--- src/rtl/coax_rx_word_packer.sv ---
// coax_rx_word_packer: drains the RX FIFO and serializes each 10-bit word (or an in-band
// marker) as two bytes, low byte first. Optional FETCH timeout: COAX_RX_PACKER_TIMEOUT_EN.
module coax_rx_word_packer #(
    parameter int COUNT_WIDTH    = 11,
    parameter int TIMEOUT_CYCLES = 4096
) (
    input  logic                   clk,
    input  logic                   reset_n,
    input  logic                   start,
    input  logic [COUNT_WIDTH-1:0] count,
    input  logic                   abort,
    output logic                   busy,
    output logic                   done,
    output logic [COUNT_WIDTH-1:0] words_sent,
    input  logic [9:0]             fifo_data,
    input  logic                   fifo_empty,
    output logic                   fifo_read_strobe,
    input  logic                   rx_active,
    input  logic                   rx_error,
    output logic [7:0]             byte_data,
    output logic                   byte_valid,
    input  logic                   byte_ready
);

    localparam logic [15:0] MARK_ERR     = 16'h4000;
    localparam logic [15:0] MARK_END     = 16'h8000;
    localparam logic [15:0] MARK_TIMEOUT = 16'h2000;

    typedef enum logic [2:0] {
        IDLE    = 3'd0,
        FETCH   = 3'd1,
        SEND_LO = 3'd2,
        SEND_HI = 3'd3,
        FINISH  = 3'd4
    } state_t;

    typedef struct packed {
        logic [15:0] word;
        logic        last;
        logic        marker;
    } pend_t;

    state_t                 state, state_d;
    pend_t                  pend, pend_d;
    logic                   cap_en;
    logic                   pop_d;
    logic                   sent_inc;
    logic                   handshake;
    logic                   timeout_hit;
    logic [COUNT_WIDTH-1:0] count_q;
    logic [COUNT_WIDTH:0]   ws_plus1;

    assign busy       = (state != IDLE);
    assign done       = (state == FINISH);
    assign byte_valid = (state == SEND_LO) || (state == SEND_HI);
    assign handshake  = byte_valid && byte_ready;
    assign ws_plus1   = {1'b0, words_sent} + 1'b1;

    // Gate the byte bus so stale words never show outside a send.
    always_comb begin
        byte_data = 8'h00;
        if (state == SEND_LO)
            byte_data = pend.word[7:0];
        else if (state == SEND_HI)
            byte_data = pend.word[15:8];
    end

`ifdef COAX_RX_PACKER_TIMEOUT_EN
    localparam int TW = $clog2(TIMEOUT_CYCLES + 1);
    logic [TW-1:0] wait_cnt;
    logic          waiting;

    assign waiting     = (state == FETCH) && fifo_empty && !rx_error && rx_active;
    assign timeout_hit = waiting && (wait_cnt == TW'(TIMEOUT_CYCLES - 1));

    always_ff @(posedge clk or negedge reset_n) begin
        if (!reset_n)
            wait_cnt <= '0;
        else if (state != FETCH)
            wait_cnt <= '0;
        else if (waiting && !timeout_hit)
            wait_cnt <= wait_cnt + 1'b1;
    end
`else
    localparam int timeout_unused = TIMEOUT_CYCLES;
    assign timeout_hit = 1'b0;
`endif

    always_comb begin
        state_d  = state;
        pend_d   = pend;
        cap_en   = 1'b0;
        pop_d    = 1'b0;
        sent_inc = 1'b0;
        unique case (state)
            IDLE: begin
                if (start)
                    state_d = (count == '0) ? FINISH : FETCH;
            end
            FETCH: begin
                if (abort) begin
                    state_d = FINISH;
                end else if (!fifo_empty) begin
                    cap_en  = 1'b1;
                    pop_d   = 1'b1;
                    pend_d  = '{word: {6'b0, fifo_data}, last: (ws_plus1 == {1'b0, count_q}), marker: 1'b0};
                    state_d = SEND_LO;
                end else if (rx_error) begin
                    cap_en  = 1'b1;
                    pend_d  = '{word: MARK_ERR, last: 1'b1, marker: 1'b1};
                    state_d = SEND_LO;
                end else if (!rx_active) begin
                    cap_en  = 1'b1;
                    pend_d  = '{word: MARK_END, last: 1'b1, marker: 1'b1};
                    state_d = SEND_LO;
                end else if (timeout_hit) begin
                    cap_en  = 1'b1;
                    pend_d  = '{word: MARK_TIMEOUT, last: 1'b1, marker: 1'b1};
                    state_d = SEND_LO;
                end
            end
            SEND_LO: begin
                if (abort)
                    state_d = FINISH;
                else if (handshake)
                    state_d = SEND_HI;
            end
            SEND_HI: begin
                // A completing handshake still counts when abort lands on the same edge.
                if (handshake) begin
                    sent_inc = !pend.marker;
                    state_d  = (pend.marker || pend.last) ? FINISH : FETCH;
                end
                if (abort)
                    state_d = FINISH;
            end
            FINISH:  state_d = IDLE;
            default: state_d = IDLE;
        endcase
    end

    always_ff @(posedge clk or negedge reset_n) begin
        if (!reset_n) begin
            state            <= IDLE;
            pend             <= '0;
            count_q          <= '0;
            words_sent       <= '0;
            fifo_read_strobe <= 1'b0;
        end else begin
            state            <= state_d;
            fifo_read_strobe <= pop_d;
            if (cap_en)
                pend <= pend_d;
            if (state == IDLE && start) begin
                count_q    <= count;
                words_sent <= '0;
            end else if (sent_inc && words_sent != {COUNT_WIDTH{1'b1}}) begin
                words_sent <= words_sent + 1'b1;
            end
        end
    end

endmodule
--- config.mk ---
export PLATFORM = sky130hd
export DESIGN_NAME = coax_rx_word_packer
export DESIGN_NICKNAME = d
export VERILOG_FILES = /design/src/rtl/coax_rx_word_packer.sv
export SDC_FILE = /design/constraint.sdc
export NUM_CORES = 1
export LEC_CHECK = 0
export ABC_AREA = 1
export BUFFER_PORTS_ARGS = -buffer_cell sky130_fd_sc_hd__buf_2
export CORE_MARGIN = 5
export CORE_UTILIZATION = 40
export CTS_BUF_LIST = sky130_fd_sc_hd__clkbuf_16
export DETAILED_ROUTE_END_ITERATION = 12
export PLACE_DENSITY = 0.77
export REMOVE_ABC_BUFFERS = 1
export SYNTH_ARGS = -nofsm -noshare
export SYNTH_HDL_FRONTEND = slang
export SYNTH_SLANG_ARGS = --single-unit
--- constraint.sdc ---
create_clock -name clk -period 1.6 [get_ports clk]
set_clock_uncertainty 0.15 [all_clocks]
set_input_delay 0.08 -clock clk [delete_from_list [all_inputs] [get_ports clk]]
set_output_delay 0.08 -clock clk [all_outputs]
set_load 0.05 [all_outputs]
==> results of run 1 <==
==> final cells by class <==
cell class	count	area [µm²]	share of cell area
well taps	72	90.1	0.0253
inverters	53	206	0.0580
clock buffers	5	125	0.0351
multi-input cells	210	1210	0.340
flip-flops and latches	40	1000	0.282
clock inverters	3	90.1	0.0253
diodes	1	2.50	0.000703
repair buffers	110	832	0.234
==> routing by layer <==
metal,GRT usage,up-vias
met5,0,-
met4,0.0791,0
met3,0.0442,18
met2,0.351,113
met1,0.221,1169
li1,-,1212
==> per-stage QoR <==
stage	worst slack [ns]	hold slack [ns]	total power, µW	instance area (µm²)
floorplan	-0.415	-0.366	2650	2200
global placement	-0.0874	-0.0882	3120	2750
finish	-0.145	0.0224	5150	3560
detailed placement	-0.158	-0.0891	3170	2750
global route	-0.254	0.0341	5460	3560
CTS	-0.0865	0.0159	4850	3370
==> layout by cell type, fill, tap and decap left out, drive strengths merged <==
cell	synthesis	routed
inv	53	53
o21ai	30	30
dlygate4sd3	0	25
ha	1	1
a21boi	2	2
bufinv	0	3
nor3	4	4
o21bai	1	1
nand4	4	4
o22ai	10	10
nand3b	2	2
nor2	30	30
nand2	85	87
and2	1	1
a21oi	7	7
clkbuf	1	5
dfrtp	40	40
nand3	30	30
a2bb2oi	1	1
buf	3	85
diode	0	1
==> power breakdown <==
part	internal (µW)	switching, µW
sequential	1360	226
combinational	770	1340
clock	1050	401
==> timing repair <==
item / CTS / global route
hold buffers: 25 / 0
buffers inserted: 5 / 3
pin swaps: 1 / 10
resized for setup: 32 / 43
hold endpoints to repair: 46 / 0
endpoints found under the setup margin: 15 / 38
gates cloned: 0 / 2
==> registers in the layout (all words and copies together), names as in the netlist <==
signal	cells
count_q	11
fifo_read_strobe	1
pend	14
state	3
words_sent	11
==> cell families after synthesis <==
logic type,count (synthesis),share of synthesized area
flip-flops,40,0.451
buffers and inverters,57,0.0987
AND/OR/NAND/NOR,156,0.319
AO/OA/AOI/OAI,51,0.126
adder cells (fa/ha/maj),1,0.00564
==> worst paths after layout <==
check,to,slack [ns],cells after the start,startpoint
worst min-delay path,state[1],0.02,4,byte_ready
max in group asynchronous,words_sent[2],0.62,3,reset_n
worst max register to register,pend[1],-0.12,11,words_sent[1]
min in group asynchronous,state[1],0.14,2,reset_n
worst min register to register,count_q[6],0.37,2,count_q[6]
worst max-delay path,byte_data[1],-0.15,7,state[2]
==> worst min-delay path: stages <==
cell and delay [ns]:
buf_2 0.08, inv_1 0.07, nand2_1 0.11, o21ai_1 0.08
==> qor.csv, run 1 <==
stage,metric,value,unit
status,status,"complete, but fails checks",
status,failing checks,setup timing,
route,met2 WL,3.90,mm
sta,max frequency,573,MHz
placed_design,GPL Wtd Cong,0.889,
sta,Slew Limit Fails,0,
final_layout,FILL cells,401,
floorplan,# IOs,52,
grt,Total Routing Usage GR,0.195,
placed_design,post-DP HPWL,4.34,mm
synth,Post-synth EDFFs,0,
floorplan,Die W,84.5,µm
cts,root buf cell,clkbuf_16,
route,uppermost layer routed,met4,
sta,Hold Fails Final Rpt,0,
critical_path,Crit path arrival time,1.52,ns
sta,Worst slew margin,0.674,
cts,clock latency on the worst-skew pair,0.28,ns
critical_path,crit path max fanout,5,
critical_path,Slowest cell on crit path,dfrtp_1,
synth,post-synthesis sequential area ratio,0.451,
final_layout,share of layout cells above drive strength 1,0.323,
critical_path,CP Launch Type,register,
critical_path,biggest cell delay along the critical path,0.41,ns
run,Max Cap Violations,0,
cts,TritonCTS clock tree,yes,
route,iteration-0 DRC count of the detailed router,168,
placed_design,number of port buffers,51,
cts,clock slew at reported path FFs,0.06,ns
critical_path,worst path cell trace,inv_2 -> nand2_4 -> inv_6 -> nand2_4 -> buf_8 -> o22ai_4 -> buf_8,
route,post-detailed-route count of antenna-violating nets,0,
grt,gr ovfl total,0,
floorplan,Core Footprint,0.00544,mm²
sta,"Setup violations, final",33,
synth,#FFs+latches synth,40,
cts,Clock H-tree levels,2,
cts,CTS Buf Count,5,
synth,mapped cell area,0.00222,mm²
synth,syn avg cell area,7.27,µm²
synth,synth unique cells,26,
synth,ys async rst share,1.00,
final_layout,non-filler instance count after layout,494,
sta,Least-Margin Pin Slew,0.489,ns
critical_path,crit path capture type,output port,
route,final wirelength,7.25,mm
sta,crit path time final,1.75,ns
power_and_ir_drop,leak pwr,0.00178,µW
floorplan,Initial Util,0.408,
route,met3 routed WL,500,µm
synth,Yosys Warn Count,0,
sta,Final WS setup,-0.145,ns
synth,top post-synthesis cells by area,"dfrtp_1, nand2_1, inv_1",
critical_path,CP Class,register to output port,
route,DR vias/cell,5.09,
sta,RSZ-0062 raised after global routing,yes,
synth,"top cells by count, synth","nand2_1, inv_1, dfrtp_1",
route,Avg WL per Cell,14.7,µm
grt,pin count of the biggest net entering global routing,23,
final_layout,Final Net Count,450,
route,vias,2512,
critical_path,WP data required,1.37,ns
critical_path,Crit path buffers/inverters,4,
synth,leading area contributor after synthesis,dfrtp_1,
synth,Main synth FF type,dfrtp_1,
floorplan,die height,84.5,µm
power_and_ir_drop,Peak supply drop,1150,µV
synth,leading cell type by number of instances after synthesis,nand2_1,
placed_design,Placed Instances,451,
critical_path,CP top delay family,buffers and inverters,
synth,post-synthesis cell count,305,
route,DRC viols,0,
floorplan,row count,27,
cts,CTS Buffer Depth,2,
sta,final period utilization,1.09,
route,Initial DRT Pass Iterations,4,
worst_hold_path,Min-Delay Path Class,input port to register,
final_layout,area delta synth->final,60.5,%
synth,top cell type's share of synthesized area,0.451,
cts,CTS sink count,40,
grt,initial antenna violation count,1,
route,routed metal-1 wirelength,2.70,mm
final_layout,post-route core utilization,0.654,
grt,vias in the first global route,2516,
grt,first-pass GRT wire length,11.3,mm
floorplan,die area,0.00714,mm²
power_and_ir_drop,Pwr per Cell Area,1450,mW/mm²
sta,setup TNS,-2.12,ns
Note: power is estimated with default switching activity, not from simulation.
==> inputs of run 2 (changes only) <==
Settings changed: SETUP_SLACK_MARGIN from default to 0.02.
Clock period 1.6 ns to 1.4 ns, I/O delays scaled along.
==> qor.csv, run 2 (synthesized netlist as in run 1, its figures left out) <==
stage,metric,value,unit,change
grt,gr ovfl total,0,,unchanged
sta,crit path time final,1.88,ns,
placed_design,dpl cell area,0.00285,mm²,+3.7%
power_and_ir_drop,clock network power share,0.235,,-0.047
final_layout,area delta synth->final,87.9,%,
power_and_ir_drop,Seq pwr share,0.263,,-0.045
critical_path,crit path capture type,register,,
final_layout,Final Cell Area,0.00417,mm²,+17%
sta,Hold Fails Final Rpt,0,,unchanged
critical_path,WP data required,1.47,ns,+0.10 ns
worst_hold_path,WHS Endpoint,pend[17],,
status,status,"complete, but fails checks",,
placed_design,number of port buffers,51,,unchanged
placed_design,Placed Instances,463,,+2.7%
grt,pin count of the biggest net entering global routing,26,,+13%
critical_path,reg2reg setup slack,-0.48,ns,-0.36 ns
floorplan,Initial Util,0.408,,unchanged
cts,TritonCTS clock tree,yes,,
route,DRC viols,0,,unchanged
sta,setup TNS,-16.36,ns,-14.24 ns
route,iteration-0 DRC count of the detailed router,342,,+100%
worst_hold_path,HP Start,rx_error,,
worst_hold_path,hold depth,4,,unchanged
cts,clock latency on the worst-skew pair,0.29,ns,about the same
route,final wirelength,11.6,mm,+61%
power_and_ir_drop,Peak supply drop,1360,µV,+18%
critical_path,Reg2Reg Depth,11,,unchanged
critical_path,worst path cell trace,ha_4 -> inv_1 -> nand2_1 -> nand2_1 -> nor2_1 -> nand3_1 -> nor2_1 -> nand2_1 -> nor2_1 -> nand3_1 -> nand2_1,,
power_and_ir_drop,Sw Share,0.421,,+0.0389
sta,max frequency,533,MHz,
final_layout,"Most flops, register",pend,,
power_and_ir_drop,internal power,4250,µW,+34%
status,failing checks,setup timing,,
critical_path,Worst R2R Start,words_sent[0],,
sta,Slew Limit Fails,0,,unchanged
grt,initial antenna violation count,1,,unchanged
placed_design,GPL Wtd Cong,0.970,,+9.2%
floorplan,Die W,84.5,µm,unchanged
critical_path,Crit path arrival time,1.95,ns,+0.43 ns
floorplan,# IOs,52,,unchanged
final_layout,Largest register FFs,14,,unchanged
final_layout,biggest regs,"pend: 14 flops, count_q: 11 flops, words_sent: 11 flops",,
sta,Least-Margin Pin Slew,0.431,ns,-0.0578 ns
route,vias,3148,,+25%
power_and_ir_drop,Comb pwr share,0.503,,+0.093
power_and_ir_drop,switching power,3090,µW,+57%
sta,Final WS setup,-0.475,ns,-0.330 ns
critical_path,CP Launch Type,register,,
floorplan,die area,0.00714,mm²,unchanged
final_layout,Final Net Count,480,,+6.7%
sta,Worst slew margin,0.713,,+0.0385
floorplan,row count,27,,unchanged
floorplan,die height,84.5,µm,unchanged
critical_path,"most used cell, CP",nand2_1,,
final_layout,"most common cell after layout, fill and taps aside",nand2_1,,
cts,clock slew at reported path FFs,0.06,ns,about the same
floorplan,Core Footprint,0.00544,mm²,unchanged
final_layout,share of layout cells above drive strength 1,0.494,,+0.171
worst_hold_path,Min-Delay Path Class,input port to register,,
critical_path,Slowest cell on crit path,dfrtp_1,,
grt,Total Routing Usage GR,0.238,,+0.0438
run,Max Cap Violations,0,,unchanged
cts,CTS sink count,40,,unchanged
critical_path,crit path max fanout,2,,-3
final_layout,"commonest cells after routing, fill and taps aside","nand2_1, buf_4, inv_1",,
critical_path,Reg2Reg Capture Point,pend[1],,
sta,"Setup violations, final",51,,+55%
sta,final period utilization,1.34,,
sta,RSZ-0062 raised after global routing,yes,,
grt,vias in the first global route,2822,,+12%
power_and_ir_drop,Pwr per Cell Area,1760,mW/mm²,+22%
route,Avg WL per Cell,22.2,µm,+51%
cts,root buf cell,clkbuf_16,,
route,DR vias/cell,6.01,,+18%
cts,CTS Buffer Depth,2,,unchanged
power_and_ir_drop,leak pwr,0.00199,µW,+12%
route,post-detailed-route count of antenna-violating nets,0,,unchanged
placed_design,post-DP HPWL,4.57,mm,+5.2%
cts,CTS Buf Count,5,,unchanged
cts,Clock H-tree levels,2,,unchanged
critical_path,biggest cell delay along the critical path,0.45,ns,+0.04 ns
grt,first-pass GRT wire length,13.5,mm,+20%
final_layout,non-filler instance count after layout,524,,+6.1%
critical_path,CP Class,register to register,,
route,Initial DRT Pass Iterations,6,,+2
==> run 2: changes by cell type in the layout (fill, tap and decap cells not counted), sizes merged <==
cell   previous run  this run
buf              85       116
nand2            87        86
==> run 2: cell type report <==
type	count	area [µm²]
inverter	53	206
sequential	40	1000
tap	72	90.1
timing repair buffer	141	1190
clock inverter	3	90.1
fill	298	1270
multi-input combinational	209	1460
clock buffer	5	125
antenna	1	2.50
==> run 2: power groups by stage <==
stage               Combinational (µW)  Clock [µW]  Sequential [µW]
detailed placement                1920           0             1790
global route                      3890        1770             1950
finish                            3690        1720             1930
floorplan                         1250           0             1780
CTS                               2660        1690             1800
global placement                  1870           0             1780
==> run 2: what timing repair did <==
action	in CTS	in global routing
hold buffers	25	0
gates resized for setup	100	80
cloned	4	1
endpoints found under the setup margin	50	51
hold endpoints to repair	65	0
buffers inserted	11	13
pin swaps	7	22
==> run 2: layer usage <==
metal	up-vias	part of all wire	track usage	wire length, µm
met5	-	0	0	0
met3	115	0.088	0.0540	1030
li1	1269	-	-	-
met4	0	0.096	0.105	1120
met1	1465	0.33	0.262	3820
met2	299	0.49	0.437	5680
==> run 2: critical path, delay by kind of cell (launching register included) <==
family | cells | cell delay [ns]
buf+inv | 1 | 0.07
fa+ha+maj | 1 | 0.31
flops | 1 | 0.45
simple gates | 9 | 0.84
==> run 2: stage by stage <==
step / total power, µW / hold WS [ns] / utilization / setup slack (ns)
floorplan: 3030 / -0.376 / - / -0.605
global placement: 3650 / -0.138 / 0.524 / -0.256
detailed placement: 3720 / -0.132 / 0.524 / -0.357
CTS: 6140 / 0.00186 / 0.682 / -0.281
global route: 7610 / 0.0706 / 0.766 / -0.582
finish: 7340 / 0.0539 / 0.766 / -0.475
==> run 2: how the worst max path moves through the flow <==
stage	start	endpoint	cells past startpoint
global placement	words_sent[0]	pend[1]	11
global route	words_sent[0]	pend[1]	11
detailed placement	words_sent[0]	pend[1]	11
CTS	words_sent[1]	pend[1]	11
floorplan	state[2]	byte_data[0]	5
finish	words_sent[0]	pend[1]	11
